[src/rtl/jtag_dtm_tap_pkg.sv]
// Shared types for the JTAG debug transport: TAP states, IR opcodes, DMI ops.
package jtag;

  typedef enum logic [3:0] {
    TEST_LOGIC_RESET = 4'h0,
    RUN_TEST_IDLE    = 4'h1,
    SELECT_DR_SCAN   = 4'h2,
    CAPTURE_DR       = 4'h3,
    SHIFT_DR         = 4'h4,
    EXIT1_DR         = 4'h5,
    PAUSE_DR         = 4'h6,
    EXIT2_DR         = 4'h7,
    UPDATE_DR        = 4'h8,
    SELECT_IR_SCAN   = 4'h9,
    CAPTURE_IR       = 4'hA,
    SHIFT_IR         = 4'hB,
    EXIT1_IR         = 4'hC,
    PAUSE_IR         = 4'hD,
    EXIT2_IR         = 4'hE,
    UPDATE_IR        = 4'hF
  } jtag_state_t;

  localparam logic [5:0] IR_IDCODE = 6'h01;
  localparam logic [5:0] IR_DTMCS  = 6'h10;
  localparam logic [5:0] IR_DMI    = 6'h11;

  typedef enum logic [1:0] {
    DMI_NOP   = 2'd0,
    DMI_READ  = 2'd1,
    DMI_WRITE = 2'd2,
    DMI_RSV   = 2'd3
  } dmi_op_t;

  typedef enum logic [1:0] {
    SEL_IDCODE,
    SEL_DTMCS,
    SEL_DMI,
    SEL_BYPASS
  } dr_sel_t;

endpackage

[src/rtl/jtag_tap_fsm.sv]
// IEEE 1149.1 TAP controller: state register and tms-driven transitions only.
module jtag_tap_fsm
  import jtag::*;
(
  input  logic        tclk,
  input  logic        trst,
  input  logic        tms,
  output jtag_state_t state
);

  always_ff @(posedge tclk or negedge trst) begin
    if (!trst) begin
      state <= TEST_LOGIC_RESET;
    end else begin
      case (state)
        TEST_LOGIC_RESET: state <= tms ? TEST_LOGIC_RESET : RUN_TEST_IDLE;
        RUN_TEST_IDLE:    state <= tms ? SELECT_DR_SCAN   : RUN_TEST_IDLE;
        SELECT_DR_SCAN:   state <= tms ? SELECT_IR_SCAN   : CAPTURE_DR;
        CAPTURE_DR:       state <= tms ? EXIT1_DR         : SHIFT_DR;
        SHIFT_DR:         state <= tms ? EXIT1_DR         : SHIFT_DR;
        EXIT1_DR:         state <= tms ? UPDATE_DR        : PAUSE_DR;
        PAUSE_DR:         state <= tms ? EXIT2_DR         : PAUSE_DR;
        EXIT2_DR:         state <= tms ? UPDATE_DR        : SHIFT_DR;
        UPDATE_DR:        state <= tms ? SELECT_DR_SCAN   : RUN_TEST_IDLE;
        SELECT_IR_SCAN:   state <= tms ? TEST_LOGIC_RESET : CAPTURE_IR;
        CAPTURE_IR:       state <= tms ? EXIT1_IR         : SHIFT_IR;
        SHIFT_IR:         state <= tms ? EXIT1_IR         : SHIFT_IR;
        EXIT1_IR:         state <= tms ? UPDATE_IR        : PAUSE_IR;
        PAUSE_IR:         state <= tms ? EXIT2_IR         : PAUSE_IR;
        EXIT2_IR:         state <= tms ? UPDATE_IR        : SHIFT_IR;
        UPDATE_IR:        state <= tms ? SELECT_DR_SCAN   : RUN_TEST_IDLE;
        default:          state <= TEST_LOGIC_RESET;
      endcase
    end
  end

endmodule

[src/rtl/jtag_dtm_tap.sv]
// JTAG TAP with RISC-V DTM registers; DMI scans become a valid/ready request.
module jtag_dtm_tap
  import jtag::*;
#(
  parameter logic [31:0] IDCODE_VAL = 32'h1BEEF001,
  parameter int          IR_LEN     = 6,
  parameter int          ABITS      = 7
) (
  input  logic              tclk,
  input  logic              trst,
  input  logic              tms,
  input  logic              tdi,
  output logic              tdo,
  output logic              tdo_en,
  output jtag_state_t       state,
  output logic              dmi_req_valid,
  input  logic              dmi_req_ready,
  output logic [ABITS-1:0]  dmi_req_addr,
  output logic [31:0]       dmi_req_data,
  output logic [1:0]        dmi_req_op,
  input  logic              dmi_resp_valid,
  input  logic [31:0]       dmi_resp_data,
  input  logic [1:0]        dmi_resp_op
);

  localparam int DW = ABITS + 34;

  logic [IR_LEN-1:0] ir, ir_shift;
  logic [DW-1:0]     dr_shift, dr_next;
  logic [ABITS-1:0]  last_addr;
  logic [31:0]       last_data;
  logic [1:0]        last_status, sticky, cap_op, upd_op;
  logic              busy, busy_eff, resp_hit, ir_side;
  logic [31:0]       dtmcs;
  dr_sel_t           sel;

  jtag_tap_fsm u_fsm (
    .tclk  (tclk),
    .trst  (trst),
    .tms   (tms),
    .state (state)
  );

  always_comb begin
    sel = SEL_BYPASS;
    if (ir == IR_LEN'(IR_IDCODE))     sel = SEL_IDCODE;
    else if (ir == IR_LEN'(IR_DTMCS)) sel = SEL_DTMCS;
    else if (ir == IR_LEN'(IR_DMI))   sel = SEL_DMI;
  end

  // Shorter registers sit in the low bits; tdi enters at their own MSB.
  always_comb begin
    dr_next = dr_shift >> 1;
    case (sel)
      SEL_DMI: dr_next[DW-1] = tdi;
      SEL_BYPASS: begin
        dr_next    = '0;
        dr_next[0] = tdi;
      end
      default: dr_next[31] = tdi;
    endcase
  end

  assign ir_side  = (state >= SELECT_IR_SCAN);
  assign tdo      = ir_side ? ir_shift[0] : dr_shift[0];
  assign tdo_en   = (state == SHIFT_DR) || (state == SHIFT_IR);
  assign dtmcs    = {14'b0, 2'b0, 1'b0, 3'd1, sticky, 6'(ABITS), 4'd1};
  assign cap_op   = ((sticky != 2'd0) || busy) ? 2'd3 : last_status;
  assign upd_op   = dr_shift[1:0];
  // A response in the same cycle as an update retires the old request first.
  assign resp_hit = dmi_resp_valid && busy;
  assign busy_eff = busy && !dmi_resp_valid;

  always_ff @(posedge tclk or negedge trst) begin
    if (!trst) begin
      ir       <= IR_LEN'(IR_IDCODE);
      ir_shift <= '0;
    end else begin
      case (state)
        TEST_LOGIC_RESET: ir       <= IR_LEN'(IR_IDCODE);
        CAPTURE_IR:       ir_shift <= IR_LEN'(1);
        SHIFT_IR:         ir_shift <= {tdi, ir_shift[IR_LEN-1:1]};
        UPDATE_IR:        ir       <= ir_shift;
        default: ;
      endcase
    end
  end

  always_ff @(posedge tclk or negedge trst) begin
    if (!trst) begin
      dr_shift <= '0;
    end else if (state == CAPTURE_DR) begin
      case (sel)
        SEL_IDCODE: dr_shift <= DW'(IDCODE_VAL);
        SEL_DTMCS:  dr_shift <= DW'(dtmcs);
        SEL_DMI:    dr_shift <= {last_addr, last_data, cap_op};
        default:    dr_shift <= '0;
      endcase
    end else if (state == SHIFT_DR) begin
      dr_shift <= dr_next;
    end
  end

  always_ff @(posedge tclk or negedge trst) begin
    if (!trst) begin
      dmi_req_valid <= 1'b0;
      dmi_req_addr  <= '0;
      dmi_req_data  <= '0;
      dmi_req_op    <= '0;
      last_addr     <= '0;
      last_data     <= '0;
      last_status   <= '0;
      sticky        <= '0;
      busy          <= 1'b0;
    end else begin
      if (dmi_req_valid && dmi_req_ready) dmi_req_valid <= 1'b0;
      if (resp_hit) begin
        busy        <= 1'b0;
        last_status <= dmi_resp_op;
        if (dmi_req_op == DMI_READ) last_data <= dmi_resp_data;
      end
      if (state == TEST_LOGIC_RESET) sticky <= '0;
      if (state == UPDATE_DR && sel == SEL_DMI &&
          (upd_op == DMI_READ || upd_op == DMI_WRITE)) begin
        if (busy_eff) begin
          sticky <= 2'd3;
        end else if (sticky == 2'd0) begin
          dmi_req_valid <= 1'b1;
          dmi_req_addr  <= dr_shift[DW-1:34];
          dmi_req_data  <= dr_shift[33:2];
          dmi_req_op    <= upd_op;
          last_addr     <= dr_shift[DW-1:34];
          last_data     <= dr_shift[33:2];
          busy          <= 1'b1;
        end
      end
      // Hard reset is evaluated last so it overrides a same-cycle handshake.
      if (state == UPDATE_DR && sel == SEL_DTMCS) begin
        if (dr_shift[16]) sticky <= '0;
        if (dr_shift[17]) begin
          dmi_req_valid <= 1'b0;
          busy          <= 1'b0;
          sticky        <= '0;
        end
      end
    end
  end

endmodule
[config.mk]
export PLATFORM = sky130hd
export DESIGN_NAME = jtag_dtm_tap
export DESIGN_NICKNAME = d
export VERILOG_FILES = /design/src/rtl/jtag_dtm_tap_pkg.sv /design/src/rtl/jtag_tap_fsm.sv /design/src/rtl/jtag_dtm_tap.sv
export SDC_FILE = /design/constraint.sdc
export NUM_CORES = 1
export LEC_CHECK = 0
export ABC_AREA = 1
export CORE_UTILIZATION = 30
export DETAILED_ROUTE_END_ITERATION = 6
export GPL_TIMING_DRIVEN = 0
export HOLD_SLACK_MARGIN = 0.03
export PLACE_DENSITY = 0.58
export SLEW_MARGIN = 20
export SYNTH_ARGS = -nofsm -noshare
export SYNTH_HDL_FRONTEND = slang
export SYNTH_SLANG_ARGS = --single-unit
[constraint.sdc]
create_clock -name tclk -period 4.15 [get_ports tclk]
set_input_delay 0.83 -clock tclk [delete_from_list [all_inputs] [get_ports tclk]]
set_output_delay 0.83 -clock tclk [all_outputs]
set_load 0.005 [all_outputs]
==> results.json <==
{
  "run_status": "finished, final reports clean",
  "cts_max_level": 4,
  "gp_congestion": 0.852,
  "mappedNetlistNets": 950,
  "layout.cells.most_common_list": "237 x nand2_1, 135 x dfrtp_1, 134 x inv_1",
  "crit_slowest_cell": "clkdlybuf4s50_1",
  "clock-skew-final_ns": 0.00754,
  "place.detailed.hpwl_mm": 15.3,
  "n_fill_cell": 2354,
  "grt_antenna_before_repair": 0,
  "worst-setup-path-type": "reg -> out",
  "die-height_um": 155,
  "sinks_on_clock_net": 136,
  "timing.final.max_slew_violations": 0,
  "synthDistinctLibCells": 32,
  "cp_num_buf_inv": 2,
  "floorplan.core_area_mm2": 0.0228,
  "core.rowCount": 55,
  "die-area_mm2": 0.0241,
  "clock_tree.root_cell": "clkbuf_16",
  "die_w_um": 155,
  "route.detailed.wl_per_inst_um": 16.4,
  "detailedRoute.firstPassIterationCount": 7,
  "synth-warning-count": 0,
  "pre_cts_ws_ns": 1.35,
  "multiInputGateArea_mm2": 0.00283,
  "start_util": 0.308,
  "cts_hold_repair.buffers": 0,
  "initialDrtViolationCount": 497,
  "clock_path_buffers": 2,
  "clk_latency_worst_skew_pair_ns": 0.44,
  "critPathMostFrequentCell": "o21ai_0",
  "routed_wl_mm": 22.0,
  "cap_violations": 0,
  "final_net_count": 1057,
  "clk_pin_slew_worst_setup_hold_paths_ns": 0.06,
  "clockPowerShare": 0.303,
  "rsz0062_at_grt": "no",
  "number_of_global_route_vias_before_repair": 6104,
  "grt_max_degree": 85,
  "final-seq-area_mm2": 0.00340,
  "final.setup.worst_slack_ns": 1.30,
  "synth_edf_count": 0,
  "power_per_cell_area_mw_per_mm2": 620,
  "netlist_instances": 910,
  "synth_area_per_cell_um2": 7.73,
  "setup_viol": 0,
  "maxClockFrequency_ghz": 0.351,
  "synth-async-reset-ratio": 1.00,
  "crit_chain": "buf_6, nor2_1, o21ai_0, o21ai_0, clkdlybuf4s50_1",
  "worst_slew_margin_rel": 0.407,
  "max_slew.worst_pin.slew_ns": 0.886,
  "num_antenna_cells": 0,
  "cts_inserted_buffers": 17,
  "post-cts-setup-buffers": 0,
  "drcViolationCount": 0,
  "layout.cells.most_common": "nand2_1",
  "post-route-period-util": 0.687,
  "finalHoldViolations": 0,
  "internal_power_w": 0.00343,
  "gate_power_share": 0.359,
  "cpLargestDelayFamily": "buffers and inverters",
  "totalPowerFinal_w": 0.00557,
  "global_route_wire_length_before_repair_mm": 34.3,
  "drtAntennaViolNets": 0,
  "share_seq_of_total_power": 0.338,
  "worstPathMaxFanout": 9,
  "vdd.ir_drop.worst_mv": 0.366,
  "vias_per_cell": 4.76,
  "switching_power_w": 0.00213,
  "main_synth_ff_type": "dfrtp_1",
  "cpPeakStageDelay_ns": 0.54,
  "ios": 88,
  "total_congestion_overflow_after_global_routing": 0,
  "setup.worst_path.end_class": "primary output",
  "cp.arrival_ns": 2.02,
  "detailroute.via_count": 6386,
  "required_ns": 3.32,
  "worst_hold_path_type": "in -> async",
  "synth_seq_cells": 136,
  "finalCriticalPeriod_ns": 2.85,
  "switching_share": 0.383,
  "layout-area-overhead-vs-synth_pct": 27.6,
  "post_synthesis_instance_area_mm2": 0.00704,
  "power.leakage_nw": 4.32,
  "cts-resized-gates": 0,
  "cts_tree": "done",
  "io_port_bufs": 87,
  "globalRouteTotalUtil": 0.190,
  "synth_sequential_area_ratio": 0.484,
  "timing.critical_path.from_type": "register",
  "layout-drive-gt1-share": 0.118
}
## cell families after synthesis
logic type,count (synthesis),share of synthesized area
multiplexers,1,0.00160
buffers and inverters,188,0.113
flip-flops,136,0.484
XOR/XNOR,1,0.00124
AO/OA/AOI/OAI,134,0.119
AND/OR/NAND/NOR,450,0.281
## per-layer routing
layer  vias up  global-route usage  share of wire
met3        31              0.0423          0.053
met1      3062               0.251           0.47
li1       3109                   -              -
met4         0              0.0783          0.023
met5         -                   0              0
met2       184               0.301           0.45
## sequential cells by signal, summed over array words and instances (netlist names)
register and flops:
u_fsm.state 4, dr_shift 41, last_data 32, dmi_req_data 32, ir 6, sticky 2
ir_shift 6, last_status 2, busy 1, dmi_req_valid 1, last_addr 7, dmi_req_op 2
## power by group through the flow
stage | combinational, W | clock (W) | sequential (W)
3_3_place_gp | 0.00194 | 0 | 0.00189
3_5_place_dp | 0.00197 | 0 | 0.00189
2_1_floorplan | 0.00132 | 0 | 0.00182
6_report | 0.00200 | 0.00169 | 0.00188
4_1_cts | 0.00198 | 0.00172 | 0.00187
5_1_grt | 0.00221 | 0.00176 | 0.00191
## cell type report
class                   instances  share of cell area
plain buffers                  49              0.0307
repair buffers                 88               0.101
multi-input cells             586               0.316
well taps                     313              0.0436
clock buffers                  22              0.0528
clock inverters                 9              0.0190
inverters                     139              0.0583
flip-flops and latches        136               0.379
## path summary, 6_finish.rpt
path	slack [ns]	end	from	cells after the start
setup / recovery	1.30	tdo	u_fsm.state[0]	5
hold / removal	0.31	u_fsm.state[0]	trst	1
setup reg to reg	2.27	dr_shift[15]	u_fsm.state[3]	7
hold reg to reg	0.48	dmi_req_data[28]	dmi_req_data[28]	2
max in group asynchronous	3.06	last_data[6]	trst	2
min in group tclk	0.48	dmi_req_data[28]	dmi_req_data[28]	2
## Yosys cell counts (5+ instances only)
| master | n | share of area |
|---|---|---|
| a31oi_1 | 10 | 0.0089 |
| o22ai_1 | 14 | 0.012 |
| buf_6 | 7 | 0.011 |
| a21oi_1 | 8 | 0.0057 |
| nand2_1 | 237 | 0.13 |
| clkbuf_1 | 12 | 0.0064 |
| nand2_2 | 5 | 0.0044 |
| inv_1 | 134 | 0.071 |
| o21ai_1 | 9 | 0.0064 |
| nand3_1 | 71 | 0.050 |
| o21ai_0 | 56 | 0.040 |
| nor2_1 | 86 | 0.046 |
| buf_2 | 25 | 0.018 |
| nand4_1 | 36 | 0.032 |
| dfrtp_1 | 135 | 0.48 |
| o21ai_2 | 32 | 0.040 |
## metrics by stage
| step | TNS, ns | area (um2) | utilization | std cells | hold slack (ns) |
|---|---|---|---|---|---|
| after global placement | -478.73 | 8300 | 0.363 | 1310 | 0.464 |
| after global routing | 0 | 8980 | 0.393 | 1342 | 0.333 |
| after CTS | 0 | 8980 | 0.393 | 1342 | 0.318 |
| final | 0 | 8980 | 0.393 | 1342 | 0.313 |
| after detailed placement | 0 | 8330 | 0.365 | 1311 | 0.469 |
| after floorplan | 0 | 7040 | - | 910 | 0.466 |
(Power assumes the default switching activity.)
